--- src/rtl/inst_rom_arb.sv ---
// inst_rom_arb: shares the instruction ROM read port between fetch (F) and debug/loader (D)
// Ports:
//   clk, rst                         clock, asynchronous active-low reset
//   f_req_* / d_req_*                valid/ready request channels with byte address
//   f_flush                          cancels every F-owned entry in flight
//   f_rsp_* / d_rsp_*                registered responses (inst, misalign err) with backpressure
//   rom_ce, rom_addr, rom_inst       combinational ROM read port
module inst_rom_arb #(
    parameter int ADDR_W     = 32,
    parameter int DATA_W     = 32,
    parameter int FETCH_PRIO = 1,
    parameter int STARVE_MAX = 4
) (
    input  logic              clk,
    input  logic              rst,
    input  logic              f_req_valid,
    output logic              f_req_ready,
    input  logic [ADDR_W-1:0] f_req_addr,
    input  logic              f_flush,
    output logic              f_rsp_valid,
    input  logic              f_rsp_ready,
    output logic [DATA_W-1:0] f_rsp_inst,
    output logic              f_rsp_err,
    input  logic              d_req_valid,
    output logic              d_req_ready,
    input  logic [ADDR_W-1:0] d_req_addr,
    output logic              d_rsp_valid,
    input  logic              d_rsp_ready,
    output logic [DATA_W-1:0] d_rsp_inst,
    output logic              d_rsp_err,
    output logic              rom_ce,
    output logic [ADDR_W-1:0] rom_addr,
    input  logic [DATA_W-1:0] rom_inst
);
    localparam logic ID_F = 1'b0;
    localparam logic ID_D = 1'b1;

    logic              a_valid, a_id, a_err;
    logic [ADDR_W-1:0] a_addr;
    logic              b_valid, b_id, b_err;
    logic [DATA_W-1:0] b_inst;
    logic [3:0]        starve_cnt;
    logic              rr_d_last;
    logic              b_free, a_free, f_elig, d_elig, grant_f, grant_d, accept, a_move;
    logic [ADDR_W-1:0] acc_addr;

    always_comb begin
        b_free   = ~b_valid | (b_id == ID_D ? d_rsp_ready : f_rsp_ready);
        a_free   = ~a_valid | b_free;
        f_elig   = f_req_valid & ~f_flush;
        d_elig   = d_req_valid;
        // priority mode: D only wins when F is idle or D has starved long enough
        grant_d  = d_elig & (~f_elig | ((FETCH_PRIO != 0) ? (starve_cnt == 4'(STARVE_MAX)) : ~rr_d_last));
        grant_f  = f_elig & ~grant_d;
        // readies are gated by rst so every output is 0 while reset is held
        f_req_ready = rst & a_free & grant_f;
        d_req_ready = rst & a_free & grant_d;
        accept   = a_free & (grant_f | grant_d);
        acc_addr = grant_d ? d_req_addr : f_req_addr;
        a_move   = a_valid & b_free;
    end

    always_ff @(posedge clk or negedge rst) begin
        if (!rst) begin
            a_valid    <= 1'b0;
            a_id       <= ID_F;
            a_err      <= 1'b0;
            a_addr     <= '0;
            b_valid    <= 1'b0;
            b_id       <= ID_F;
            b_err      <= 1'b0;
            b_inst     <= '0;
            starve_cnt <= '0;
            rr_d_last  <= 1'b1;
        end else begin
            a_valid <= accept | (a_valid & ~b_free & ~(f_flush & a_id == ID_F));
            if (accept) begin
                a_addr <= acc_addr;
                a_id   <= grant_d;
                a_err  <= |acc_addr[1:0];
            end
            // a flushed F entry moving A->B is dropped instead of landing in B
            if (a_move) begin
                b_valid <= ~(f_flush & a_id == ID_F);
                b_id    <= a_id;
                b_inst  <= a_err ? '0 : rom_inst;
                b_err   <= a_err;
            end else begin
                b_valid <= b_valid & ~b_free & ~(f_flush & b_id == ID_F);
            end
            if (accept) rr_d_last <= grant_d;
            if (FETCH_PRIO != 0 && a_free)
                starve_cnt <= grant_d ? 4'd0 :
                              (d_elig && starve_cnt != 4'(STARVE_MAX)) ? starve_cnt + 4'd1 : starve_cnt;
        end
    end

    always_comb begin
        rom_ce      = a_valid & ~a_err;
        rom_addr    = rom_ce ? a_addr : '0;
        f_rsp_valid = b_valid & (b_id == ID_F);
        d_rsp_valid = b_valid & (b_id == ID_D);
        f_rsp_inst  = f_rsp_valid ? b_inst : '0;
        d_rsp_inst  = d_rsp_valid ? b_inst : '0;
        f_rsp_err   = f_rsp_valid & b_err;
        d_rsp_err   = d_rsp_valid & b_err;
    end
endmodule

--- config.mk ---
export PLATFORM = sky130hd
export DESIGN_NAME = inst_rom_arb
export DESIGN_NICKNAME = d
export VERILOG_FILES = /design/src/rtl/inst_rom_arb.sv
export SDC_FILE = /design/constraint.sdc
export NUM_CORES = 1
export LEC_CHECK = 0
export CAP_MARGIN = 15
export CORE_MARGIN = 2
export CORE_UTILIZATION = 45
export DETAILED_ROUTE_END_ITERATION = 7
export DONT_BUFFER_PORTS = 1
export GPL_ROUTABILITY_DRIVEN = 0
export PLACE_DENSITY = 0.68
export SLEW_MARGIN = 10
export SYNTH_ARGS = -nofsm -noshare
export SYNTH_HDL_FRONTEND = slang
export SYNTH_SLANG_ARGS = --single-unit
export TNS_END_PERCENT = 1
--- constraint.sdc ---
create_clock -name clk -period 2.1 [get_ports clk]
set_input_delay 0.42 -clock clk [delete_from_list [all_inputs] [get_ports clk]]
set_output_delay 0.42 -clock clk [all_outputs]
set_load 0.03 [all_outputs]
==> results summary <==
The final critical path takes up a little over nine tenths of the cycle. In the post-synthesis netlist, the biggest area contributors are sky130_fd_sc_hd__dfrtp_1 48%, sky130_fd_sc_hd__and2_1 11%, sky130_fd_sc_hd__mux2i_1 8.5%, sky130_fd_sc_hd__a22o_1 7.5%, sky130_fd_sc_hd__and3_1 5.3%. The endpoint required time on the critical path came out at 1.68 ns. The maximum number of buffers from clock root to sink is 2.

The via count of the first global-routing pass is 2732. The net count of the finished layout is 516. The element type at the critical path end is an output pin. The cell at the root of the clock tree is sky130_fd_sc_hd__clkbuf_8. The highest layer touched by signal routing is met4. The clock share of power is roughly 14%. A synthesized cell averages between 9 and 10 um^2. The pin count of the biggest net entering global routing came out at 76. The analysis attributes to net switching a power of around 2.9 mW. The critical path class is register to output pin. The number of antenna diodes is 0. The synthesized design contains 74 register bits.

The number of warnings reported in the yosys synthesis log is 0. The number of buffers added by the clock tree synthesis step came out at 9. The number of antenna violations at the first check in global routing came out at 0. The number of I/O port buffers is 0.

The total power is about 6.3 mW. The met2 routed wirelength is 4.05 mm. The number of placed instances, taps included came out at 504. The post-synthesis cell type count is 29.

Net switching is approximately 45% of the power. At the worst endpoint, the arrival time is approximately 1.6 ns. In this run the power density over the cells is about 1400 mW/mm^2. IR analysis of the VDD net gives a maximum drop of about 0.60 mV.

The pin slew with the least headroom to its limit is 0.472 ns. The total wirelength of the detailed-routed design came out at between 8 and 9 mm. The top achievable clock speed came out at just under 500 MHz. The sequential area share after synthesis is approximately 48%.

The synthesized netlist cell count is 388. The vias per cell is roughly 5.5. Along the worst path, the maximum fanout reaches 5. The total negative slack is 0 ns.

The share of the synthesized area in the top cell type is 47.9%. The net count of the mapped netlist came out at 493. The clock insertion delay at the later pin of the skew report is approximately 0.33 ns.

The worst setup timing slack at the placement stage came out at between 0.2 and 0.25 ns. Leaving out fill and tap cells, the most frequent cell in the layout is sky130_fd_sc_hd__dfrtp_1. Cells with a size suffix above 1 make up approximately 24% of the layout. The clock tree from TritonCTS is done. The post-synthesis compound-gate area fraction is 13.8%. The number of remaining DRC errors is 0. In the global route stage, overall resource usage came out at between 10% and 20%.

The count of nets left with antenna violations after detail routing came out at 0. The hold violation total from the final report is 74. The die covers 0.00935 mm^2. The combined area of all synthesized cells is a little under 0.004 mm^2. Summed over all nets, wire length on met3 after detailed routing comes to between 700 and 800 um. The routed length per placed instance came out at around 16 um. In this run the tightest slew margin relative to its limit is about two thirds.

After the first detailed-routing iteration, the DRC count stood at between 70 and 80. For this block, wires on met1 add up to around 3.6 mm. The number of flops mapped to enable cells by yosys is 0. The first detailed-routing pass ran for 4 iterations. The checks that failed: hold timing.

The top cell types in the final layout, fill and taps aside, are 72 x sky130_fd_sc_hd__dfrtp_1, 42 x sky130_fd_sc_hd__buf_4, 41 x sky130_fd_sc_hd__nand2_1. The max-cap check violation count came out at 0. The smallest clock period supported by the final layout is computed as slightly above 2 ns. The final count of negative-setup-slack endpoints is 0. The number of clock sinks is 74. The fraction of registers with async set/reset came out at 100%. Summing the areas of all xor and xnor instances in the mapped netlist gives 0% of the synthesized area. Relative to the synthesized area, the layout overhead comes to 14.3%. The H-tree was split into 3 levels. The die is between 90 and 100 um wide. The final count of pins violating max slew was 0. The first-pass GRT wire length came out at roughly 14 mm.

The type of the worst min-delay path is primary input to async pin. The startpoint class of the critical path is a register. The share of power burned in combinational logic is about half.

The adder and majority gate portion of the synthesized area came out at less than 1%. The leakage power figure is approximately 2.3 nW. Among all flip-flop cells after synthesis, the most frequent one is sky130_fd_sc_hd__dfrtp_1.

The initialized floorplan defines 33 standard-cell rows. The run finished, with violations left. Summed over all instances, the cell type with the most area after synthesis is sky130_fd_sc_hd__dfrtp_1. By area, the combinational part of the netlist is dominated by simple AND/OR/NAND/NOR gates. The effective utilization at floorplan is between 40% and 50%. The post-synthesis simple-gate area fraction is between 20% and 30%. The placed wire-length estimate after detailed placement came out at 6.09 mm.

The total overflow left after global routing is 0. Clock skew on the completed layout was measured at around 0.011 ns. On the final layout, the worst hold slack is -0.223 ns. Setup repair after global routing could not meet its margin everywhere. The power share of the sequential group came out at a little under two fifths. The least setup slack across all paths after layout came out at ~0.064 ns. The number of standard cells in the layout, taps in and fillers out came out at ~520. The total internal power is between 3 and 4 mW. The clock-pin transition on the worst setup and hold timing paths came out at around 0.070 ns. The multiplexer area fraction after synthesis is under 10%. The core region area is roughly 0.0083 mm^2. The height of the die is ~97 um.

The boundary pin count came out at 206. The routed layout has roughly 2800 vias.
## critical path, stage by stage, from the launching register on
cell and delay, ns:
sky130_fd_sc_hd__dfrtp_1 0.40, sky130_fd_sc_hd__inv_1 0.06, sky130_fd_sc_hd__ha_1 0.18, sky130_fd_sc_hd__and3b_1 0.22
sky130_fd_sc_hd__o21ai_4 0.17, sky130_fd_sc_hd__nand2_2 0.09, sky130_fd_sc_hd__nor2_4 0.18
## sequential cells by signal, indices dropped and copies added, names as in the netlist
| signal | count |
|---|---|
| a_addr | 32 |
| b_inst | 32 |
| starve_cnt | 4 |
| a_err | 1 |
| a_id | 1 |
| a_valid | 1 |
| b_err | 1 |
| b_id | 1 |
| b_valid | 1 |
## final cells by class
| type | instances | area [um^2] |
|---|---|---|
| fillers | 742 | 3840 |
| multi-input cells | 278 | 1900 |
| flip-flops and latches | 74 | 1850 |
| repair buffers | 45 | 367 |
| clock buffers | 11 | 141 |
| well taps | 105 | 131 |
| clock inverters | 3 | 17.5 |
| inverters | 3 | 11.3 |
## per-layer routing
layer / vias to the layer above / track usage, %
met5: - / 0
met4: 0 / 5.85
met3: 8 / 5.20
met2: 145 / 29.0
met1: 1303 / 23.5
li1: 1389 / -
## Yosys cell counts (3+ instances only)
master and number:
sky130_fd_sc_hd__a21oi_1 4, sky130_fd_sc_hd__a22o_1 33, sky130_fd_sc_hd__and2_1 67, sky130_fd_sc_hd__and3_1 33, sky130_fd_sc_hd__buf_2 8, sky130_fd_sc_hd__buf_4 5
sky130_fd_sc_hd__buf_6 5, sky130_fd_sc_hd__clkbuf_1 15, sky130_fd_sc_hd__dfrtp_1 74, sky130_fd_sc_hd__inv_1 3, sky130_fd_sc_hd__mux2i_1 33, sky130_fd_sc_hd__nand2_1 42
sky130_fd_sc_hd__nor2_1 5, sky130_fd_sc_hd__nor2b_1 3, sky130_fd_sc_hd__nor3_1 3, sky130_fd_sc_hd__o21ai_0 6, sky130_fd_sc_hd__o21ai_1 32
## metrics by stage
step | hold slack [ns] | util [%] | area, um^2
after global routing | -0.247 | 53.5 | 4420
after floorplan | 0.124 | - | 3870
after CTS | -0.246 | 52.9 | 4370
after detailed placement | 0.125 | 50.7 | 4190
after global placement | 0.126 | 50.7 | 4190
final | -0.223 | 53.5 | 4420
## power groups by stage
stage / combinational (mW) / sequential, mW / clock (mW)
after global placement: 2.98 / 2.36 / 0
after global routing: 3.29 / 2.45 / 1.03
after detailed placement: 3.03 / 2.38 / 0
after CTS: 3.05 / 2.36 / 0.962
after floorplan: 2.52 / 2.23 / 0
final: 3.06 / 2.36 / 0.918
## logic make-up (layout without fill, tap and decap cells)
group / count (synthesis) / in the layout
mux: 36 / 36
buf+inv: 36 / 62
fa+ha+maj: 2 / 2
flops: 74 / 74
simple gates: 161 / 161
compound gates: 79 / 79
## repair_timing
item	4_1_cts	5_1_grt
setup endpoints to repair	8	67
pin swaps	2	2
hold endpoints to repair	74	74
resized for setup	9	29
buffers inserted	1	0
## final timing paths
check                                          start                      to  slack (ns)  cells after the start
min in group clk                             f_flush       b_valid$_DFF_PN0_        0.18                      1
setup reg to reg           starve_cnt[0]$_DFFE_PN0P_       a_err$_DFFE_PN0P_        0.23                      8
hold reg to reg                a_addr[9]$_DFFE_PN0P_   a_addr[9]$_DFFE_PN0P_        0.48                      2
setup / recovery           starve_cnt[0]$_DFFE_PN0P_             f_req_ready        0.06                      6
hold / removal                                   rst   a_addr[9]$_DFFE_PN0P_       -0.22                      0
max in group asynchronous                        rst  b_inst[17]$_DFFE_PN0P_        2.19                      0
(Power assumes the default switching activity.)
